<file path="config.mk">
export PLATFORM = sky130hd
export DESIGN_NAME = fast_corner_scanner
export DESIGN_NICKNAME = d
export VERILOG_FILES = /design/src/rtl/fast_corner_scanner.sv
export SDC_FILE = /design/constraint.sdc
export NUM_CORES = 1
export LEC_CHECK = 0
export CORE_AREA = 4 4 188 190
export CTS_CLUSTER_SIZE = 24
export DETAILED_ROUTE_END_ITERATION = 10
export DIE_AREA = 0 0 192 194
export SLEW_MARGIN = 20
export SYNTH_ARGS = -nofsm -noshare
export SYNTH_HDL_FRONTEND = slang
export SYNTH_SLANG_ARGS = --single-unit
export TNS_END_PERCENT = 5
</file>
<file path="constraint.sdc">
create_clock -name clk -period 14 [get_ports clk]
set_input_delay 3.5 -clock clk [delete_from_list [all_inputs] [get_ports clk]]
set_output_delay 3.5 -clock clk [all_outputs]
set_load 0.01 [all_outputs]
</file>
<file path="src/rtl/fast_corner_scanner.sv">
// FAST corner scanner: walks an image held in the Gaussian-filtered SRAM in
// raster order, classifies every pixel with the 16-point Bresenham circle
// test and writes one corner flag per pixel into the FAST result SRAM.
module fast_corner_scanner #(
  parameter int X_MAX     = 640,
  parameter int Y_MAX     = 480,
  parameter int THRESHOLD = 20,
  parameter int ARC_LEN   = 9,
  parameter int PIX_W     = 8,
  localparam int XW = $clog2(X_MAX) + 1,
  localparam int YW = $clog2(Y_MAX) + 1,
  localparam int CW = $clog2(X_MAX * Y_MAX) + 1
) (
  input  logic             clk,
  input  logic             n_rst,
  input  logic             start,
  input  logic             abort,
  input  logic [XW-1:0]    max_x,
  input  logic [YW-1:0]    max_y,
  input  logic [PIX_W-1:0] SRAM_in_gaus,
  output logic             read_SRAM_gaus,
  output logic [XW-1:0]    x_addr_gaus,
  output logic [YW-1:0]    y_addr_gaus,
  output logic             write_SRAM_fast,
  output logic [XW-1:0]    x_addr_fast,
  output logic [YW-1:0]    y_addr_fast,
  output logic             fast_wdata,
  output logic             busy,
  output logic             done,
  output logic [CW-1:0]    corner_count
);

  typedef enum logic [2:0] {IDLE, READ, WAIT, EVAL, WRITE, DONE} state_t;

  localparam logic signed [PIX_W+1:0] THR = (PIX_W+2)'(THRESHOLD);

  state_t           state_q, state_d;
  logic [XW-1:0]    x_q, mx_q, nx, x_rd;
  logic [YW-1:0]    y_q, my_q, ny, y_rd;
  logic [4:0]       rd_idx_q;
  logic             corner_q, corner_d, last_x, last_pix;
  logic [CW-1:0]    count_q;
  logic [5:0]       rd_off;
  logic [15:0]      bright, dark;
  // slot 0 is the centre, slots 1..16 are circle indices 0..15
  logic [PIX_W-1:0] samp_q [17];

  // A pixel is border when any part of its radius-3 circle leaves the image.
  function automatic logic is_border(input logic [XW-1:0] x, input logic [YW-1:0] y,
                                     input logic [XW-1:0] mx, input logic [YW-1:0] my);
    return (x < XW'(3)) || (y < YW'(3)) ||
           (({1'b0, x} + (XW+1)'(3)) > {1'b0, mx}) ||
           (({1'b0, y} + (YW+1)'(3)) > {1'b0, my});
  endfunction

  // Circle offsets packed as {dx[2:0], dy[2:0]}, two's complement.
  function automatic logic [5:0] ring_off(input logic [3:0] i);
    case (i)
      4'd0:    return 6'b000_101;
      4'd1:    return 6'b001_101;
      4'd2:    return 6'b010_110;
      4'd3:    return 6'b011_111;
      4'd4:    return 6'b011_000;
      4'd5:    return 6'b011_001;
      4'd6:    return 6'b010_010;
      4'd7:    return 6'b001_011;
      4'd8:    return 6'b000_011;
      4'd9:    return 6'b111_011;
      4'd10:   return 6'b110_010;
      4'd11:   return 6'b101_001;
      4'd12:   return 6'b101_000;
      4'd13:   return 6'b101_111;
      4'd14:   return 6'b110_110;
      default: return 6'b111_101;
    endcase
  endfunction

  // True when ARC_LEN circularly adjacent bits of m are all set.
  function automatic logic has_arc(input logic [15:0] m);
    logic found, run;
    logic [3:0] j;
    found = 1'b0;
    for (int s = 0; s < 16; s++) begin
      run = 1'b1;
      for (int k = 0; k < ARC_LEN; k++) begin
        j   = 4'(s + k);
        run = run & m[j];
      end
      found = found | run;
    end
    return found;
  endfunction

  // Read address: centre on the first strobe, then the circle in index order.
  always_comb begin
    rd_off = 6'b0;
    if (rd_idx_q != 5'd0) rd_off = ring_off(4'(rd_idx_q - 5'd1));
    x_rd = x_q + {{(XW-3){rd_off[5]}}, rd_off[5:3]};
    y_rd = y_q + {{(YW-3){rd_off[2]}}, rd_off[2:0]};
  end

  // Bright/dark classification in widened signed arithmetic, then the arc test.
  always_comb begin
    logic signed [PIX_W+1:0] cen, hi, lo, pix;
    cen = $signed({2'b00, samp_q[0]});
    hi  = cen + THR;
    lo  = cen - THR;
    bright = '0;
    dark   = '0;
    for (int i = 0; i < 16; i++) begin
      pix       = $signed({2'b00, samp_q[i+1]});
      bright[i] = pix > hi;
      dark[i]   = pix < lo;
    end
    corner_d = has_arc(bright) || has_arc(dark);
  end

  // Next-state logic; abort overrides every other transition.
  always_comb begin
    state_d  = state_q;
    last_x   = (x_q == mx_q);
    last_pix = last_x && (y_q == my_q);
    nx       = last_x ? '0 : x_q + XW'(1);
    ny       = last_x ? y_q + YW'(1) : y_q;
    case (state_q)
      IDLE:    if (start && !abort) state_d = is_border('0, '0, max_x, max_y) ? WRITE : READ;
      READ:    if (rd_idx_q == 5'd16) state_d = WAIT;
      WAIT:    state_d = EVAL;
      EVAL:    state_d = WRITE;
      WRITE:   if (last_pix) state_d = DONE;
               else state_d = is_border(nx, ny, mx_q, my_q) ? WRITE : READ;
      DONE:    state_d = IDLE;
      default: state_d = IDLE;
    endcase
    if (abort && state_q != IDLE) state_d = IDLE;
  end

  // Control state: FSM, pixel position, latched limits, flag and counter.
  always_ff @(posedge clk or negedge n_rst) begin
    if (!n_rst) begin
      state_q  <= IDLE;
      x_q      <= '0;
      y_q      <= '0;
      mx_q     <= '0;
      my_q     <= '0;
      rd_idx_q <= '0;
      corner_q <= 1'b0;
      count_q  <= '0;
    end else begin
      state_q <= state_d;
      case (state_q)
        IDLE: if (start && !abort) begin
          mx_q     <= max_x;
          my_q     <= max_y;
          x_q      <= '0;
          y_q      <= '0;
          rd_idx_q <= '0;
          corner_q <= 1'b0;
          count_q  <= '0;
        end
        READ:  rd_idx_q <= (rd_idx_q == 5'd16) ? 5'd0 : rd_idx_q + 5'd1;
        EVAL:  corner_q <= corner_d;
        WRITE: if (!abort) begin
          if (corner_q && count_q != '1) count_q <= count_q + CW'(1);
          corner_q <= 1'b0;
          x_q      <= nx;
          y_q      <= ny;
        end
        default: ;
      endcase
    end
  end

  // --- sample stage: read data returns one cycle after its strobe ---
  always_ff @(posedge clk) begin
    if (state_q == READ && rd_idx_q != 5'd0) samp_q[rd_idx_q - 5'd1] <= SRAM_in_gaus;
    else if (state_q == WAIT)                samp_q[16] <= SRAM_in_gaus;
  end

  assign read_SRAM_gaus  = (state_q == READ);
  assign x_addr_gaus     = read_SRAM_gaus ? x_rd : '0;
  assign y_addr_gaus     = read_SRAM_gaus ? y_rd : '0;
  assign write_SRAM_fast = (state_q == WRITE);
  assign x_addr_fast     = write_SRAM_fast ? x_q : '0;
  assign y_addr_fast     = write_SRAM_fast ? y_q : '0;
  assign fast_wdata      = write_SRAM_fast & corner_q;
  assign busy            = (state_q == READ) || (state_q == WAIT) ||
                           (state_q == EVAL) || (state_q == WRITE);
  assign done            = (state_q == DONE);
  assign corner_count    = count_q;

endmodule

</file>
== Word level (Yosys, flattened, before mapping) ==
Memory sizes are Yosys's and may differ from the RTL's.
Cells that the tools add are included.
W data, S select, Z words.

* Register bits after elaboration: 71
* Bits in latches: 0
* Memory bits (writable): 136
* ROM bits: 96
* Input port bits: 33
* Output and inout port bits: 67
* Word-level logic and storage cells: 421
* Memories: 2

{| class="wikitable"
|+ Memories
! name !! words !! bits a word !! read ports !! clocked after Yosys merged registers in !! write ports !! line !! RTL
|-
| samp_q || 17 || 8 || 17 || 0 || 1 || 46 || <nowiki>logic [PIX_W-1:0] samp_q [17];</nowiki>
|-
| (no name shown) || 16 || 6 || 1 || 0 || 0 || 58 || <nowiki>case (i)</nowiki>
|}

* $add $sub $neg: 11
* Multiply operators: 0
* Div/mod/pow operators: 0
* Magnitude comparators: 36
* Eq/ne operators: 14
* Shift-type cells: 0
* Muxes and demuxes: 37
* Bitwise operators: 287
* Reductions and logical operators: 26

{| class="wikitable"
|+ Operators by type and width
! cell !! count
|-
| $and A1 B1 Y1 || 257
|-
| $gt A8 B9 Y1 || 16
|-
| $lt A9 B9 Y1 || 16
|-
| $mux W20 || 3
|-
| $mux W11 || 5
|-
| $mux W10 || 5
|-
| $pmux W20 S2 || 1
|-
| $or A1 B1 Y1 || 30
|-
| $pmux W11 S2 || 1
|-
| $add A20 B1 Y20 const B || 1
|-
| $ne A20 B20 Y1 const B || 1
|-
| $pmux W10 S2 || 1
|-
| $mux W3 || 5
|-
| $mux W5 || 3
|-
| $pmux W3 S5 || 1
|-
| $add A11 B2 Y12 const B || 1
|-
| $gt A12 B11 Y1 || 1
|-
| $add A10 B2 Y11 const B || 1
|-
| $add A11 B1 Y11 const B || 1
|-
| $add A11 B11 Y11 || 1
|-
| $eq A11 B11 Y1 || 1
|-
| $gt A11 B10 Y1 || 1
|-
| $lt A11 B2 Y1 const B || 1
|-
| $add A10 B1 Y10 const B || 1
|-
| 31 further kinds || 56
|}

== Longest topological paths before layout ==
Gate-level depths: netlist (run 1).
An unclocked memory read counts as a cell.

* Word-level depth: 28
* Gate-level depth with buffers: 22
* Depth with buffers taken out: 20

== Worst setup path before layout (run 1) ==
No wires, ideal clock.

* Path type: reg2out
* Start point: reg rd_idx_q[0]
* End point: out x_addr_gaus[10]
* Arrival time: 3.765 ns
* Required time: 10.500 ns
* Path slack: 6.735 ns
* Stages on the path, launching flop included: 18
* Buffers on the path: 0
* Path through: dfrtp_1 > inv_1 > ha_1 > nor2b_1 > nor2_1 > a211oi_1 > ha_1 > a21oi_1 > nor2_1 > nor2_1 > o21bai_1 > a21oi_1 > o21bai_1 > a21oi_1 > o21bai_1 > a21oi_1 > xnor2_1 > nor2_1

* Word-level cells in the longest chain between the ends: 5
* Elaborated cells between the ends (all ways): 6
* Classes of those cells: add/sub (2); mux (2); reduce/logical (1); memory (1)

{| class="wikitable"
|+ Ends and longest elaborated chain
! item !! line !! RTL
|-
| start, declared || 40 || <nowiki>logic [4:0] rd_idx_q;</nowiki>
|-
| start signal, assigned || 161 || <nowiki>READ: rd_idx_q <= (rd_idx_q == 5'd16) ? 5'd0 : rd_idx_q + 5'd1;</nowiki>
|-
| $sub A5 B1 Y5 || n/a ||
|-
| $mem_v2 Z16 W6 || n/a ||
|-
| $mux W6 * || 97 || <nowiki>if (rd_idx_q != 5'd0) rd_off = ring_off(4'(rd_idx_q - 5'd1));</nowiki>
|-
| $add A11 B11 Y11 * || 98 || <nowiki>x_rd = x_q + {{(XW-3){rd_off[5]}}, rd_off[5:3]};</nowiki>
|-
| $mux W11 * || 181 || <nowiki>assign x_addr_gaus = read_SRAM_gaus ? x_rd : '0;</nowiki>
|-
| end, declared || 22 || <nowiki>output logic [XW-1:0] x_addr_gaus,</nowiki>
|}

Every way passes the cells marked *; elsewhere a longest branch is shown, timed or not.

== Worst setup path in the final report (run 1) ==
Same ends and word-level chain as after synthesis.

==> impl_metrics.env, run 1 <==
export IMPL_outcome="complete, no violations"
export IMPL_syn_avg_cell_area_um2=9.560
export IMPL_place_congestion=0.8786
export IMPL_slew_headroom_pct=28.43
export IMPL_antenna_found_initial=0
export IMPL_report_final_slew_viol_count=0
export IMPL_yosys_register_bits=207
export IMPL_rsz0062_at_grt="no"
export IMPL_post_cts_setup_buffers=0
export IMPL_crit_fanout=10
export IMPL_synth_seq_area_share_pct=39.30
export IMPL_startpoint="rd_idx_q[0]$_DFFE_PN0P_"
export IMPL_grt_pass1_vias=12092
export IMPL_slowest_delay_ns=0.69
export IMPL_synth_edf_count=136
export IMPL_tns_ns=0
export IMPL_synth_warnings=0
export IMPL_clk_latency_ns=0.53
export IMPL_yosysTopAreaCell="edfxtp_1"
export IMPL_firstDrtPassIters=5
export IMPL_irDropWorstVdd_uv=90.33
export IMPL_endpoint_kind="primary output"
export IMPL_worstMarginPinSlew_ns=1.070
export IMPL_grt_util_all_layers_pct=22.13
export IMPL_hold_viol_final=0
export IMPL_numCtsBuffers=25
export IMPL_io_buffers=99
export IMPL_crit_arrival_ns=5.16
export IMPL_reg2reg_from="samp_q[0][2]$_DFFE_PP_"
export IMPL_synthArstFlopShare_pct=34.30
export IMPL_io_pin_count=100
export IMPL_cts_sinks=207
export IMPL_post_cts_resized=0
export IMPL_hp_class="reg2reg"
export IMPL_skew_ns=0.01169
export IMPL_num_rows=67
export IMPL_ant_nets=0
export IMPL_drive_gt1_share_pct=6.386
export IMPL_routed_via_density=5.763
export IMPL_yosysMostFrequentCell="ha_1"
export IMPL_dpl_hpwl_mm=29.64
export IMPL_grt_pass1_wl_mm=66.00
export IMPL_drc_errors=0
export IMPL_layout_min_cycle_time_ns=8.655
export IMPL_clockBufferDepth=3
export IMPL_netlist_instances=1560
export IMPL_nFillCells=3058
export IMPL_synth_cell_types=92
export IMPL_post_route_util_pct=51.24
export IMPL_synthesis_nets=1759
export IMPL_wl_per_cell_um=19.77
export IMPL_fin_nets=1840
export IMPL_synth_common_cells="164 x ha_1, 139 x nand2_1, 136 x edfxtp_1"
export IMPL_initial_utilization_pct=44.59
export IMPL_maxCapViolations=0
export IMPL_p_leak_nw=6.842
export IMPL_synth_area_um2=14910
export IMPL_start_kind="flop"
export IMPL_dieHeight_um=194
export IMPL_tritoncts="yes"
export IMPL_die_area_um2=37250
export IMPL_drt_iter0_markers=847
export IMPL_max_freq_mhz=115.5
export IMPL_vias=12148
export IMPL_yosysTopAreaCellShare_pct=27.38
export IMPL_power_density_nw_per_um2=85.20
export IMPL_hold_path_startpoint="my_q[0]$_DFFE_PN0P_"
export IMPL_crit_required_ns=10.50
export IMPL_crit_chain="inv_1 > ha_1 > nor2b_1 > nor2_1 > a211oi_2 > ha_1 > a21oi_1 > nor2_1 > nor2_1 > o21bai_1 > a21oi_1 > o21bai_1 > a21oi_1 > o21bai_1 > a21oi_1 > xnor2_1 > nor2_1 > clkdlybuf4s50_1"
export IMPL_whs_ns=0.5756
export IMPL_wirelength_mm=41.68
export IMPL_clkTransAtPathRegs_ns=0.06
export IMPL_setup_viol=0
export IMPL_antenna_cells=0
export IMPL_area_growth_pct=14.91
export IMPL_die_w_um=192
export IMPL_yosys_top_cells_area="edfxtp_1 27%, ha_1 14%, dfrtp_1 12%, nand2_1 3.5%, o21ai_0 3.5%"
export IMPL_core_um2=33450
export IMPL_clk_root_buffer_cell="clkbuf_16"
export IMPL_critPathKind="reg2out"
export IMPL_grt_overflow=0
export IMPL_cts_hold_buf=0
export IMPL_grt_start_max_net_pins=72
export IMPL_critPathSlowestCell="a211oi_2"
export IMPL_htree_num_levels=1
export IMPL_synth_top_flop_cell="edfxtp_1"
export IMPL_timing_final_crit_share_pct=61.82
==> critical path: cells and delay by family (launching register included) <==
| family | cells | cell delay (ns) |
|---|---|---|
| compound gates | 8 | 1.79 |
| xor+xnor | 1 | 0.09 |
| fa+ha+maj | 2 | 0.67 |
| buf+inv | 2 | 0.75 |
| flops | 1 | 0.50 |
| simple gates | 5 | 0.80 |
==> layout make-up <==
class	count	area, µm²	share of cell area [%]
timing repair buffer	116	1116	6.512
clock buffer	34	679.4	3.964
inverter	76	285.3	1.665
multi-input combinational	1215	8508	49.65
tap	448	560.5	3.271
sequential	207	5861	34.20
clock inverter	12	127.6	0.7447
==> layout by cell type, fill, tap and decap left out, types with 7 or more instances in the layout <==
cell type and n:
ha_1 164, nand2_1 139, edfxtp_1 136, nor2_1 134
o21ai_0 104, clkdlybuf4s50_1 98, a21oi_1 90, inv_1 76
dfrtp_1 71, xnor2_1 58, nand3_1 50, and3_1 47
xor2_1 42, nor3_1 32, clkbuf_16 25, maj3_1 23
nor2b_1 21, nand4_1 20, o22ai_1 20, nand2b_1 19
a21o_1 18, buf_4 18, a211oi_1 15, o21a_1 14
maj3_2 13, a31oi_1 12, and2_1 11, o21bai_1 11
o211ai_1 9, a22oi_1 7, o21ai_1 7, or3_1 7
o2111ai_1 7, clkbuf_1 7
==> through the flow <==
stage          cells  power [mW]  setup slack [ns]  area, µm²
4_1_cts         2108       1.477             4.880      17120
5_1_grt         2108       1.519             4.805      17140
3_3_place_gp    2062      0.8273             5.645      16320
6_report        2108       1.460             5.345      17140
2_1_floorplan   1560      0.7743             6.735      14910
3_5_place_dp    2062      0.8307             5.488      16320
==> layer usage <==
metal | wire length (µm) | track usage, % | share of wire [%]
met1 | 18710 | 29.67 | 45
met2 | 19910 | 37.50 | 48
met3 | 1850 | 2.953 | 4.4
met4 | 1205 | 6.392 | 2.9
met5 | 0 | 0 | 0
==> cell families after synthesis <==
| kind of cell | Yosys count | synth area share, % |
|---|---|---|
| AO/OA/AOI/OAI | 382 | 16.54 |
| XOR/XNOR | 105 | 6.267 |
| adder cells (fa/ha/maj) | 202 | 16.55 |
| buffers and inverters | 138 | 3.926 |
| flip-flops | 207 | 39.30 |
| multiplexers | 3 | 0.2181 |
| AND/OR/NAND/NOR | 523 | 17.21 |
==> registers in the layout, summed over array words and instances (netlist names) <==
register,count
y_q,10
x_q,11
state_q,3
mx_q,11
samp_q,136
corner_count,20
rd_idx_q,5
corner_q,1
my_q,10
==> worst paths after layout <==
path	end	slack, ns	cells after the start
setup / recovery	x_addr_gaus[10]	5.34	18
hold / removal	my_q[0]$_DFFE_PN0P_	0.58	1
setup reg to reg	corner_q$_DFFE_PN0P_	8.85	17
hold reg to reg	my_q[0]$_DFFE_PN0P_	0.58	1
max in group asynchronous	x_q[3]$_DFFE_PN0P_	10.28	1
min in group asynchronous	corner_count[5]$_DFFE_PN0P_	3.11	1
==> report_power, final <==
| group | total, mW | leakage [nW] | switching (mW) | internal, mW |
|---|---|---|---|---|
| sequential | 0.686 | 2.17 | 0.0179 | 0.668 |
| combinational | 0.130 | 4.28 | 0.0741 | 0.0563 |
| clock | 0.644 | 0.386 | 0.265 | 0.378 |
No activity file was read; power rests on OpenSTA's default activity.
==> inputs of run 2 (changes only) <==
--- a/config.mk
+++ b/config.mk
@@ -9,6 +9,7 @@
 export CTS_CLUSTER_SIZE = 24
 export DETAILED_ROUTE_END_ITERATION = 10
 export DIE_AREA = 0 0 192 194
+export PLACE_DENSITY = 0.65
 export SLEW_MARGIN = 20
 export SYNTH_ARGS = -nofsm -noshare
 export SYNTH_HDL_FRONTEND = slang
==> constraint.sdc (replaced) <==
create_clock -name clk -period 7.68 [get_ports clk]
set_input_delay 1.92 -clock clk [delete_from_list [all_inputs] [get_ports clk]]
set_output_delay 1.92 -clock clk [all_outputs]
set_load 0.01 [all_outputs]
==> run 2 against run 1 <==
Effect of this change: first-iteration DRC count up 27%; design area grew 0.49%; register-to-register slack worse by 6.0 ns; worst setup slack worse by 4.6 ns; clock skew is 0.013 ns higher; sequential power is 84% higher; sequential cell count stayed put; critical path depth decreased by 1; non-clock buffer count is the same; critical path type unchanged.
==> impl_metrics.env, run 2 (same netlist as run 1, synthesis figures left out) <==
export IMPL_outcome="complete, no violations"
export IMPL_wirelength_mm=41.64
export IMPL_wl_per_cell_um=19.75
export IMPL_critPathKind="reg2out"
export IMPL_crit_chain="inv_1 > ha_1 > nor2b_1 > nor2_1 > a21oi_1 > nor2_1 > ha_1 > a21oi_1 > o21bai_1 > a21oi_1 > o21bai_1 > a21oi_1 > o21bai_1 > a21oi_1 > xnor2_1 > nor2_1 > clkdlybuf4s50_1"
export IMPL_final_area_um2=17220
export IMPL_setup_viol=0
export IMPL_maxCapViolations=0
export IMPL_clk_root_buffer_cell="clkbuf_16"
export IMPL_slowest_delay_ns=0.55
export IMPL_dpl_hpwl_mm=29.53
export IMPL_dieHeight_um=194
export IMPL_antenna_cells=0
export IMPL_dp_cells=2062
export IMPL_antenna_found_initial=0
export IMPL_clkTransAtPathRegs_ns=0.06
export IMPL_firstDrtPassIters=6
export IMPL_largest_register_ffs=136
export IMPL_whs_ns=0.5659
export IMPL_critPathSlowestCell="clkdlybuf4s50_1"
export IMPL_largest_register="samp_q"
export IMPL_io_buffers=99
export IMPL_htree_num_levels=1
export IMPL_layout_min_cycle_time_ns=6.912
export IMPL_r2r_slack_ns=2.85
export IMPL_cts_hold_buf=0
export IMPL_area_growth_pct=15.47
export IMPL_tns_ns=0
export IMPL_crit_fanout=10
export IMPL_fin_ws_ns=0.7681
export IMPL_report_final_slew_viol_count=0
export IMPL_post_cts_resized=0
export IMPL_die_area_um2=37250
export IMPL_place_congestion=0.9058
export IMPL_post_cts_setup_buffers=0
export IMPL_reg2reg_from="samp_q[0][2]$_DFFE_PP_"
export IMPL_grt_overflow=0
export IMPL_rsz0062_at_grt="no"
export IMPL_routed_via_density=5.819
export IMPL_tritoncts="yes"
export IMPL_drc_errors=0
export IMPL_numCtsBuffers=25
export IMPL_final_common_cell="ha_1"
export IMPL_num_rows=67
export IMPL_grt_pass1_wl_mm=66.38
export IMPL_grt_start_max_net_pins=72
export IMPL_worstMarginPinSlew_ns=1.061
export IMPL_max_freq_mhz=144.7
export IMPL_final_cell_mix="164 x ha_1, 139 x nand2_1, 136 x edfxtp_1, 135 x nor2_1, 103 x o21ai_0"
export IMPL_io_pin_count=100
export IMPL_hold_path_startpoint="corner_count[18]$_DFFE_PN0P_"
export IMPL_core_um2=33450
export IMPL_crit_required_ns=5.76
export IMPL_timing_final_crit_share_pct=90.00
export IMPL_drt_iter0_markers=1072
export IMPL_path_common_cell="a21oi_1"
export IMPL_endpoint_kind="primary output"
export IMPL_irDropWorstVdd_uv=131.6
export IMPL_start_kind="flop"
export IMPL_fin_cells=2108
export IMPL_vias=12266
export IMPL_p_leak_nw=6.875
export IMPL_clockBufferDepth=3
export IMPL_dpl_cell_area_um2=16310
export IMPL_skew_ns=0.02497
export IMPL_combinationalPowerShare_pct=8.5
export IMPL_fin_nets=1840
export IMPL_slew_headroom_pct=29.03
export IMPL_clockPowerShare_pct=46.3
export IMPL_hold_viol_final=0
export IMPL_holdPathEnd="corner_count[18]$_DFFE_PN0P_"
export IMPL_seqPwrFrac_pct=45.2
export IMPL_hp_class="reg2reg"
export IMPL_grt_pass1_vias=12319
export IMPL_die_w_um=192
export IMPL_crit_arrival_ns=4.99
export IMPL_regToRegEndpoint="corner_q$_DFFE_PN0P_"
export IMPL_r2r_cells=17
export IMPL_cts_sinks=207
export IMPL_dp_slack_ns=1.327
export IMPL_drive_gt1_share_pct=6.446
export IMPL_grt_util_all_layers_pct=22.12
export IMPL_p_int_mw=2.125
export IMPL_ant_nets=0
export IMPL_initial_utilization_pct=44.59
export IMPL_power_density_nw_per_um2=161.2
export IMPL_p_sw_share_pct=23.44
export IMPL_p_sw_uw=650.8
export IMPL_clk_latency_ns=0.54
export IMPL_whs_path_depth=2
-- run 2: power by group through the flow --
stage                     clock (mW)  sequential [mW]  combinational, mW
after global placement             0             1.28              0.229
after global routing            1.36             1.26              0.269
after floorplan                    0             1.26              0.150
final                           1.29             1.26              0.235
after detailed placement           0             1.28              0.237
after CTS                       1.31             1.26              0.238
-- run 2: worst max-delay path: cells and delay by family, from the launching register on --
kind	cells	cell delay (ns)
AO/OA/AOI/OAI	8	1.22
adder cells (fa/ha/maj)	2	0.65
buffers and inverters	2	0.75
AND/OR/NAND/NOR	4	1.25
flip-flops	1	0.51
XOR/XNOR	1	0.09
-- run 2: worst max path at each step --
stage	start	endpoint	slack, ns	cells after the start
global placement	rd_idx_q[0]$_DFFE_PN0P_	y_addr_gaus[9]	1.42	17
detailed placement	rd_idx_q[0]$_DFFE_PN0P_	y_addr_gaus[9]	1.33	17
CTS	rd_idx_q[0]$_DFFE_PN0P_	y_addr_gaus[9]	0.75	17
global route	rd_idx_q[0]$_DFFE_PN0P_	y_addr_gaus[9]	0.27	17
floorplan	rd_idx_q[0]$_DFFE_PN0P_	x_addr_gaus[10]	1.99	17
finish	rd_idx_q[0]$_DFFE_PN0P_	y_addr_gaus[9]	0.77	17
-- run 2: layout make-up --
class                   instances  area [µm²]
fillers                      3001       16230
multi-input cells            1215        8492
flip-flops and latches        207        5861
repair buffers                116        1116
clock buffers                  30       685.7
well taps                     448       560.5
inverters                      76       285.3
clock inverters                16       221.5
-- run 2: per-stage QoR --
step,power [mW],utilization (%)
final,2.776,51.49
after global routing,2.888,51.49
after CTS,2.802,51.49
after detailed placement,1.514,48.77
after global placement,1.505,48.77
after floorplan,1.411,-
-- run 2: per-layer routing --
layer	vias to the layer above	wire length [µm]	GRT usage [%]
li1	5902	-	-
met4	0	1841	8.822
met1	5847	18050	29.57
met3	99	2297	3.169
met2	418	19450	36.20
met5	-	0	0
